## src/rtl/sipo_frame_deserializer_if.sv

```systemverilog
// Bundle of serial input, output handshake and status signals of the SIPO frame deserializer.
// The master modport is the stimulus/consumer side; the slave modport is the deserializer.
interface sipo_frame_deserializer_if #(
  parameter int N = 5
);
  logic         serial_in;
  logic         bit_valid;
  logic         frame_start;
  logic         out_ready;
  logic         clr_err;
  logic [N-1:0] parallel_out;
  logic         out_valid;
  logic         busy;
  logic         overrun;
  logic         frame_err;

  modport master (
    output serial_in, bit_valid, frame_start, out_ready, clr_err,
    input  parallel_out, out_valid, busy, overrun, frame_err
  );

  modport slave (
    input  serial_in, bit_valid, frame_start, out_ready, clr_err,
    output parallel_out, out_valid, busy, overrun, frame_err
  );
endinterface

```

## src/rtl/sipo_frame_deserializer.sv

```systemverilog
// MSB-first serial-to-parallel deserializer with frame_start alignment, a single-entry
// valid/ready output buffer and sticky overrun / frame error flags.
module sipo_frame_deserializer #(
  parameter int N = 5
) (
  input  logic                        clk,
  input  logic                        rst,
  sipo_frame_deserializer_if.slave    bus
);
  localparam int CW = $clog2(N + 1);

  typedef enum logic {IDLE, SHIFT} state_t;

  state_t         r_state;
  state_t         w_state_next;
  logic [N-1:0]   r_sreg;
  logic [N-1:0]   w_sreg_next;
  logic [CW-1:0]  r_bit_cnt;
  logic [CW-1:0]  w_bit_cnt_next;
  logic           w_word_done;
  logic           w_resync;
  logic [N-1:0]   w_word;

  logic [N-1:0]   r_parallel_out;
  logic           r_out_valid;
  logic           r_overrun;
  logic           r_frame_err;
  logic           w_drop;

  assign w_word = {r_sreg[N-2:0], bus.serial_in};

  always_ff @(posedge clk or posedge rst) begin
    if (rst) begin
      r_state   <= IDLE;
      r_sreg    <= '0;
      r_bit_cnt <= '0;
    end else begin
      r_state   <= w_state_next;
      r_sreg    <= w_sreg_next;
      r_bit_cnt <= w_bit_cnt_next;
    end
  end

  always_comb begin
    w_state_next   = r_state;
    w_sreg_next    = r_sreg;
    w_bit_cnt_next = r_bit_cnt;
    w_word_done    = 1'b0;
    w_resync       = 1'b0;
    unique case (r_state)
      IDLE: begin
        // Bits arriving outside a frame are discarded until a frame_start aligns us.
        if (bus.bit_valid && bus.frame_start) begin
          w_sreg_next    = w_word;
          w_bit_cnt_next = CW'(1);
          w_state_next   = SHIFT;
        end
      end
      SHIFT: begin
        if (bus.bit_valid) begin
          if (bus.frame_start) begin
            w_resync       = 1'b1;
            w_sreg_next    = {{(N-1){1'b0}}, bus.serial_in};
            w_bit_cnt_next = CW'(1);
          end else if (r_bit_cnt == CW'(N - 1)) begin
            w_word_done    = 1'b1;
            w_sreg_next    = w_word;
            w_bit_cnt_next = '0;
            w_state_next   = IDLE;
          end else begin
            w_sreg_next    = w_word;
            w_bit_cnt_next = r_bit_cnt + CW'(1);
          end
        end
      end
      default: w_state_next = IDLE;
    endcase
  end

  // A completed word is lost only when the buffer is full and not being drained this edge.
  assign w_drop = w_word_done && r_out_valid && !bus.out_ready;

  always_ff @(posedge clk or posedge rst) begin
    if (rst) begin
      r_parallel_out <= '0;
      r_out_valid    <= 1'b0;
    end else if (w_word_done && !w_drop) begin
      r_parallel_out <= w_word;
      r_out_valid    <= 1'b1;
    end else if (r_out_valid && bus.out_ready) begin
      r_out_valid    <= 1'b0;
    end
  end

  // Setting a flag wins over a simultaneous clear.
  always_ff @(posedge clk or posedge rst) begin
    if (rst) begin
      r_overrun   <= 1'b0;
      r_frame_err <= 1'b0;
    end else begin
      r_overrun   <= (r_overrun   && !bus.clr_err) || w_drop;
      r_frame_err <= (r_frame_err && !bus.clr_err) || w_resync;
    end
  end

  assign bus.parallel_out = r_parallel_out;
  assign bus.out_valid    = r_out_valid;
  assign bus.busy         = (r_state == SHIFT);
  assign bus.overrun      = r_overrun;
  assign bus.frame_err    = r_frame_err;
endmodule

```

## src/flat_wrapper.sv

```systemverilog
// flat-port wrapper written by rule: the top's interface ports become plain ports
module sipo_frame_deserializer_flat 
#(
  parameter int N = 5
)
  (clk, rst, bus_serial_in, bus_bit_valid, bus_frame_start, bus_out_ready, bus_clr_err, bus_parallel_out, bus_out_valid, bus_busy, bus_overrun, bus_frame_err);
  sipo_frame_deserializer_if #(.N(N)) bus_i ();
  input  logic clk;
  input  logic rst;
  input wire logic [$bits(bus_i.serial_in)-1:0] bus_serial_in;
  input wire logic [$bits(bus_i.bit_valid)-1:0] bus_bit_valid;
  input wire logic [$bits(bus_i.frame_start)-1:0] bus_frame_start;
  input wire logic [$bits(bus_i.out_ready)-1:0] bus_out_ready;
  input wire logic [$bits(bus_i.clr_err)-1:0] bus_clr_err;
  output wire logic [$bits(bus_i.parallel_out)-1:0] bus_parallel_out;
  output wire logic [$bits(bus_i.out_valid)-1:0] bus_out_valid;
  output wire logic [$bits(bus_i.busy)-1:0] bus_busy;
  output wire logic [$bits(bus_i.overrun)-1:0] bus_overrun;
  output wire logic [$bits(bus_i.frame_err)-1:0] bus_frame_err;
  assign bus_i.serial_in = bus_serial_in;
  assign bus_i.bit_valid = bus_bit_valid;
  assign bus_i.frame_start = bus_frame_start;
  assign bus_i.out_ready = bus_out_ready;
  assign bus_i.clr_err = bus_clr_err;
  assign bus_parallel_out = bus_i.parallel_out;
  assign bus_out_valid = bus_i.out_valid;
  assign bus_busy = bus_i.busy;
  assign bus_overrun = bus_i.overrun;
  assign bus_frame_err = bus_i.frame_err;
  sipo_frame_deserializer #(.N(N)) u_core (.clk(clk), .rst(rst), .bus(bus_i));
endmodule
```

## config.mk

```make
export PLATFORM = sky130hd
export DESIGN_NAME = sipo_frame_deserializer_flat
export DESIGN_NICKNAME = d
export VERILOG_FILES = /design/src/rtl/sipo_frame_deserializer_if.sv /design/src/rtl/sipo_frame_deserializer.sv /design/src/flat_wrapper.sv
export SDC_FILE = /design/constraint.sdc
export NUM_CORES = 1
export LEC_CHECK = 0
export CORE_UTILIZATION = 35
export DETAILED_ROUTE_END_ITERATION = 16
export PLACE_DENSITY_LB_ADDON = 0.1
export SLEW_MARGIN = 40
export SYNTH_ARGS = -nofsm -noshare
export SYNTH_HDL_FRONTEND = slang
export SYNTH_SLANG_ARGS = --single-unit
```

## constraint.sdc

```tcl
create_clock -name clk -period 1.7 [get_ports clk]
set_input_delay 0.34 -clock clk [delete_from_list [all_inputs] [get_ports clk]]
set_output_delay 0.34 -clock clk [all_outputs]
set_load 0.1 [all_outputs]
```

# == Word level (Yosys, flattened, before mapping) ==
# Cells that the tools add are included.
# totals
output_inout_bits,9
inputBits,7
ff_bits,16
wordCells,49
# op_classes
bitwise_logic,1
n_mux,23
n_reduce_logical,14
n_addsub,1
n_eq_ne,3
# ops
cell,n
$mux W1,13
$mux W3,4
$mux W4,3
$pmux W4 S2,1
$logic_and A1 B1 Y1,7
$pmux W3 S2,1
$add A3 B1 Y3 const B,1
$eq A3 B3 Y1 const B,1
$logic_not A1 Y1,3
$logic_or A1 B1 Y1,2
$ne A2 B1 Y1 const B,1
$ne A2 B2 Y1 const B,1
$pmux W1 S2,1
$reduce_and A2 Y1,1
$reduce_bool A2 Y1,1
$not A1 Y1,1

# == Logic depth before layout (Yosys ltp) ==
# Gate-level depths: netlist of run 1.
# logic_depth
word_depth,10
mapped_depth,5
ltp_nobuf,5

# == Worst setup path after synthesis of run 1 ==
# No wires, ideal clock.
# synth_timing
kind,register to register
startpoint,"reg u_core.r_state, in the netlist u_core.bus.busy"
endpoint,"reg u_core.r_parallel_out[0], in the netlist u_core.bus.parallel_out[0]"
setup_ns,0.125
stages_incl_launch_ff,5
required_ns,1.575
arrival_time_ns,1.986
slack_ns,-0.412
n_path_buf,1
synth_period_minus_slack_ns,2.112
path_cell_list,dfrtp_1 -> buf_2 -> nand2_2 -> nor4b_4 -> mux2_2
# synth_between
elab_chain_len,5
# synth_rtl
item,line,text
start: declaration,sipo_frame_deserializer.sv:14,state_t r_state;
start signal: assignment,sipo_frame_deserializer.sv:38,r_state <= w_state_next;
$mux W1 *,sipo_frame_deserializer.sv:50,unique case (r_state)
$logic_and A1 B1 Y1 (2 in a row),sipo_frame_deserializer.sv:81,assign w_drop = w_word_done && r_out_valid && !bus.out_ready;
$logic_not A1 Y1,sipo_frame_deserializer.sv:87,end else if (w_word_done && !w_drop) begin
$logic_and A1 B1 Y1 *,sipo_frame_deserializer.sv:87,
end signal: assignment,sipo_frame_deserializer.sv:88,r_parallel_out <= w_word;
end: declaration,sipo_frame_deserializer.sv:24,logic [N-1:0] r_parallel_out;
# Every way passes the cells marked *; elsewhere a longest branch is shown, timed or not.
# A chain may end at the register's enable or synchronous reset.

# == Worst setup path after layout of run 1 ==
# layout_timing
startpoint,reg u_core.r_bit_cnt[0]
endpoint,"reg u_core.r_parallel_out[1], in the netlist u_core.bus.parallel_out[1]"
# layout_between
elab_chain_len,9
# layout_rtl
item,line,text
start: declaration,sipo_frame_deserializer.sv:18,logic [CW-1:0] r_bit_cnt;
start signal: assignment,sipo_frame_deserializer.sv:40,r_bit_cnt <= w_bit_cnt_next;
$eq A3 B3 Y1 *,sipo_frame_deserializer.sv:65,end else if (r_bit_cnt == CW'(N - 1)) begin
$mux W1 *,sipo_frame_deserializer.sv:65,
$mux W1 *,sipo_frame_deserializer.sv:61,if (bus.frame_start) begin
$mux W1 *,sipo_frame_deserializer.sv:60,if (bus.bit_valid) begin
$mux W1 *,sipo_frame_deserializer.sv:50,
$logic_and A1 B1 Y1 (2 in a row),sipo_frame_deserializer.sv:81,
$logic_not A1 Y1,sipo_frame_deserializer.sv:87,
$logic_and A1 B1 Y1 *,sipo_frame_deserializer.sv:87,
# Marked as above.

==> results of run 1 <==
## layout make-up
cell class / instances / area [um^2]
Multi-Input combinational cell: 33 / 294
Timing Repair Buffer: 27 / 330
Sequential cell: 16 / 405
Tap cell: 27 / 33.8
Clock buffer: 4 / 36.3
Inverter: 6 / 22.5
Fill cell: 169 / 820
## where the power goes
part | total, mW | internal, mW | switching [mW]
Clock | 0.253 | 0.130 | 0.123
Sequential | 0.540 | 0.459 | 0.0817
Combinational | 0.762 | 0.313 | 0.449
## how the worst min path moves through the flow
| stage | startpoint | to | slack [ns] | depth (start not counted) |
|---|---|---|---|---|
| 2_1_floorplan | rst | u_core.bus.frame_err$_DFF_PP0_ | 0.25 | 1 |
| 3_3_place_gp | u_core.r_sreg[3]$_DFFE_PP0P_ | u_core.r_sreg[3]$_DFFE_PP0P_ | 0.48 | 1 |
| 3_5_place_dp | u_core.r_sreg[3]$_DFFE_PP0P_ | u_core.r_sreg[3]$_DFFE_PP0P_ | 0.50 | 1 |
| 4_1_cts | rst | u_core.bus.frame_err$_DFF_PP0_ | 0.34 | 3 |
| 5_1_grt | rst | u_core.r_sreg[3]$_DFFE_PP0P_ | 0.36 | 3 |
| 6_report | rst | u_core.r_sreg[3]$_DFFE_PP0P_ | 0.35 | 3 |
## cells by family after synthesis
logic type | after synthesis | share of synthesized area
fa+ha+maj | 2 | 0.0349
xor+xnor | 1 | 0.0122
flops | 16 | 0.558
buf+inv | 8 | 0.0489
compound gates | 14 | 0.138
simple gates | 10 | 0.113
mux | 6 | 0.0942
## state kept, by name, summed over array words and instances (netlist names)
name	flops
u_core.bus.out_valid	1
u_core.bus.busy	1
u_core.bus.parallel_out	5
u_core.r_bit_cnt	3
u_core.bus.overrun	1
u_core.bus.frame_err	1
u_core.r_sreg	4
## layer usage
| metal | vias up | share of wire |
|---|---|---|
| li1 | 261 | - |
| met4 | 0 | 0.017 |
| met3 | 4 | 0.042 |
| met5 | - | 0 |
| met2 | 19 | 0.52 |
| met1 | 273 | 0.42 |
## metrics by stage
step | utilization | area [um^2] | hold slack (ns)
after detailed placement | 0.545 | 1060 | 0.501
after CTS | 0.564 | 1090 | 0.342
after global placement | 0.545 | 1060 | 0.483
after floorplan | - | 724 | 0.254
after global routing | 0.578 | 1120 | 0.364
final | 0.578 | 1120 | 0.347
## worst max-delay path, stage by stage, from the launching register on
cell and delay, ns:
dfrtp_1 0.43, inv_2 0.09, ha_4 0.14, nand2_2 0.07, nor4b_4 0.26, buf_4 0.19
mux2_2 0.33
## cell usage in the layout, fill, tap and decap left out, drive strengths merged, types with 2 or more instances in the layout
cell type / netlist / final
dfrtp: 16 / 16
clkdlybuf4s50: 0 / 6
o22ai: 2 / 2
ha: 2 / 2
mux2: 6 / 6
buf: 2 / 21
a22o: 4 / 4
nand2: 3 / 3
inv: 6 / 6
a21oi: 2 / 2
clkbuf: 0 / 4
o21ai: 3 / 3
## repair_timing
action / 4_1_cts / 5_1_grt
setup buffers: 0 / 2
setup endpoints to repair: 0 / 5
resized for setup: 0 / 3
==> impl_metrics.yaml, run 1 <==
setup_path:
  r2r_end: "u_core.bus.parallel_out[1]$_DFFE_PP0P_"
  setup.worst_path.start_class: "register"
  worst_setup_path_end_kind: "register"
  setup.worst_path.class: "reg2reg"
  r2r.worst_path.cells: 6
  critPathRequiredTime_ns: 1.88
  r2r_slack_ns: 0.09
  path_max_fanout: 5
  critical_path_arrival_ns: 1.79
  worstSetupEndpoint: "u_core.bus.parallel_out[1]$_DFFE_PP0P_"
  critical_path.reg2reg.startpoint: "u_core.r_bit_cnt[0]$_DFFE_PP0P_"
  startpoint: "u_core.r_bit_cnt[0]$_DFFE_PP0P_"
clocking:
  htree_levels: 1
  clock_path_buffers: 2
  clk_transition_reported_paths_ns: 0.10
  worstSkewPairLatency_ns: 0.28
  cts_hold_buffers: 0
  cts-buffers-inserted: 3
  clock_tree_from_tritoncts: "done"
  cts_sinks: 16
  clock-root-buffer: "clkbuf_4"
layout:
  area_delta_synth_final_pct: 56.5
  insertedDiodeCount: 0
  layoutNonFillerInstCount: 113
  final_layout_size_suffix_gt1_frac: 0.500
  num-nets-final: 96
sta:
  tightest_slew_ns: 0.256
  finalSetupViolCount: 0
  grt_setup_unrepaired: "no"
  worst_slack_ns: 0.0867
  final-hold-violation-count: 0
  setup_total_negative_slack_ns: 0
  max_clock_freq_ghz: 0.620
  final.period_utilization: 0.949
  period_needed_ns: 1.61
  finalMaxSlewViolations: 0
  fin_skew_ns: 0.00258
  slew_headroom: 0.828
synth:
  synth_cell_type_count: 24
  synth.cell_area_um2: 717
  synthesized_instance_count: 57
  synth.top_cells.by_count: "dfrtp_1 (16), inv_1 (6), mux2_2 (6), a22o_1 (3), o21ai_0 (3)"
  yosys.area.top_type: "dfrtp_1"
  mappedNetlistNets: 66
  postSynth.topFlopCell: "dfrtp_1"
  ys_seq_area_frac: 0.558
  yosysWarningCount: 0
  synth_seq_cells: 16
  synth_most_common_cell: "dfrtp_1"
  synth-async-reset-ratio: 1.00
  synth_enable_flop_cells: 0
  ys_top_cells_by_area: "dfrtp_1 (56%), mux2_2 (9.4%), a22o_1 (3.7%), ha_1 (3.5%), nor4b_4 (3.3%)"
  yosys.area.top_type_share: 0.558
  postSynthAreaPerCell_um2: 12.6
power:
  totalPowerFinal_mw: 1.56
  vdd_ir_drop_max_mv: 1.09
  static-leakage-power_nw: 0.518
  cellPowerDensity_mw_per_mm2: 1390
placement:
  io_buffers: 15
  dpl_worst_slack_ns: -0.105
  place.detailed.instances: 107
  gp_congestion: 0.782
  dpl.hpwl_um: 985
global_routing:
  groute.layer.met3.usage: 0.0346
  antenna_found_initial: 0
  global_route_met2_utilization: 0.258
  grt_start_max_net_pins: 17
  wire_length_of_the_first_global_routing_pass_mm: 2.33
  grt-ovfl-total: 0
  first_global_vias: 544
  groute.layer.met1.usage: 0.171
  grt-busiest-layer: "met2"
  grt_usage: 0.154
drt:
  drt_first_iter_violations: 14
  post_drt_via_cell_ratio: 4.93
  route.detailed.wl_per_inst_um: 13.0
  vias: 557
  drc: 0
  drt_wl_total_mm: 1.47
  ant_nets: 0
  drtPass1Iterations: 4
floorplanning:
  core_mm2: 0.00194
  rows: 16
  die_height_um: 47.3
  die-width_um: 47.3
  fp.dieArea_mm2: 0.00223
  io_pins: 16
  initial_utilization: 0.369
min_path:
  worst_hold_path_type: "in2async"
job:
  maxCapViolations: 0
run_status:
  outcome: "finished, final reports clean"
No activity file was read; power rests on OpenSTA's default activity.
==> run 2: changes to the inputs <==
- TNS_END_PERCENT: unset -> 50
==> results of run 2 <==
Final layout, timing and power as in run 1 (identical DEF).
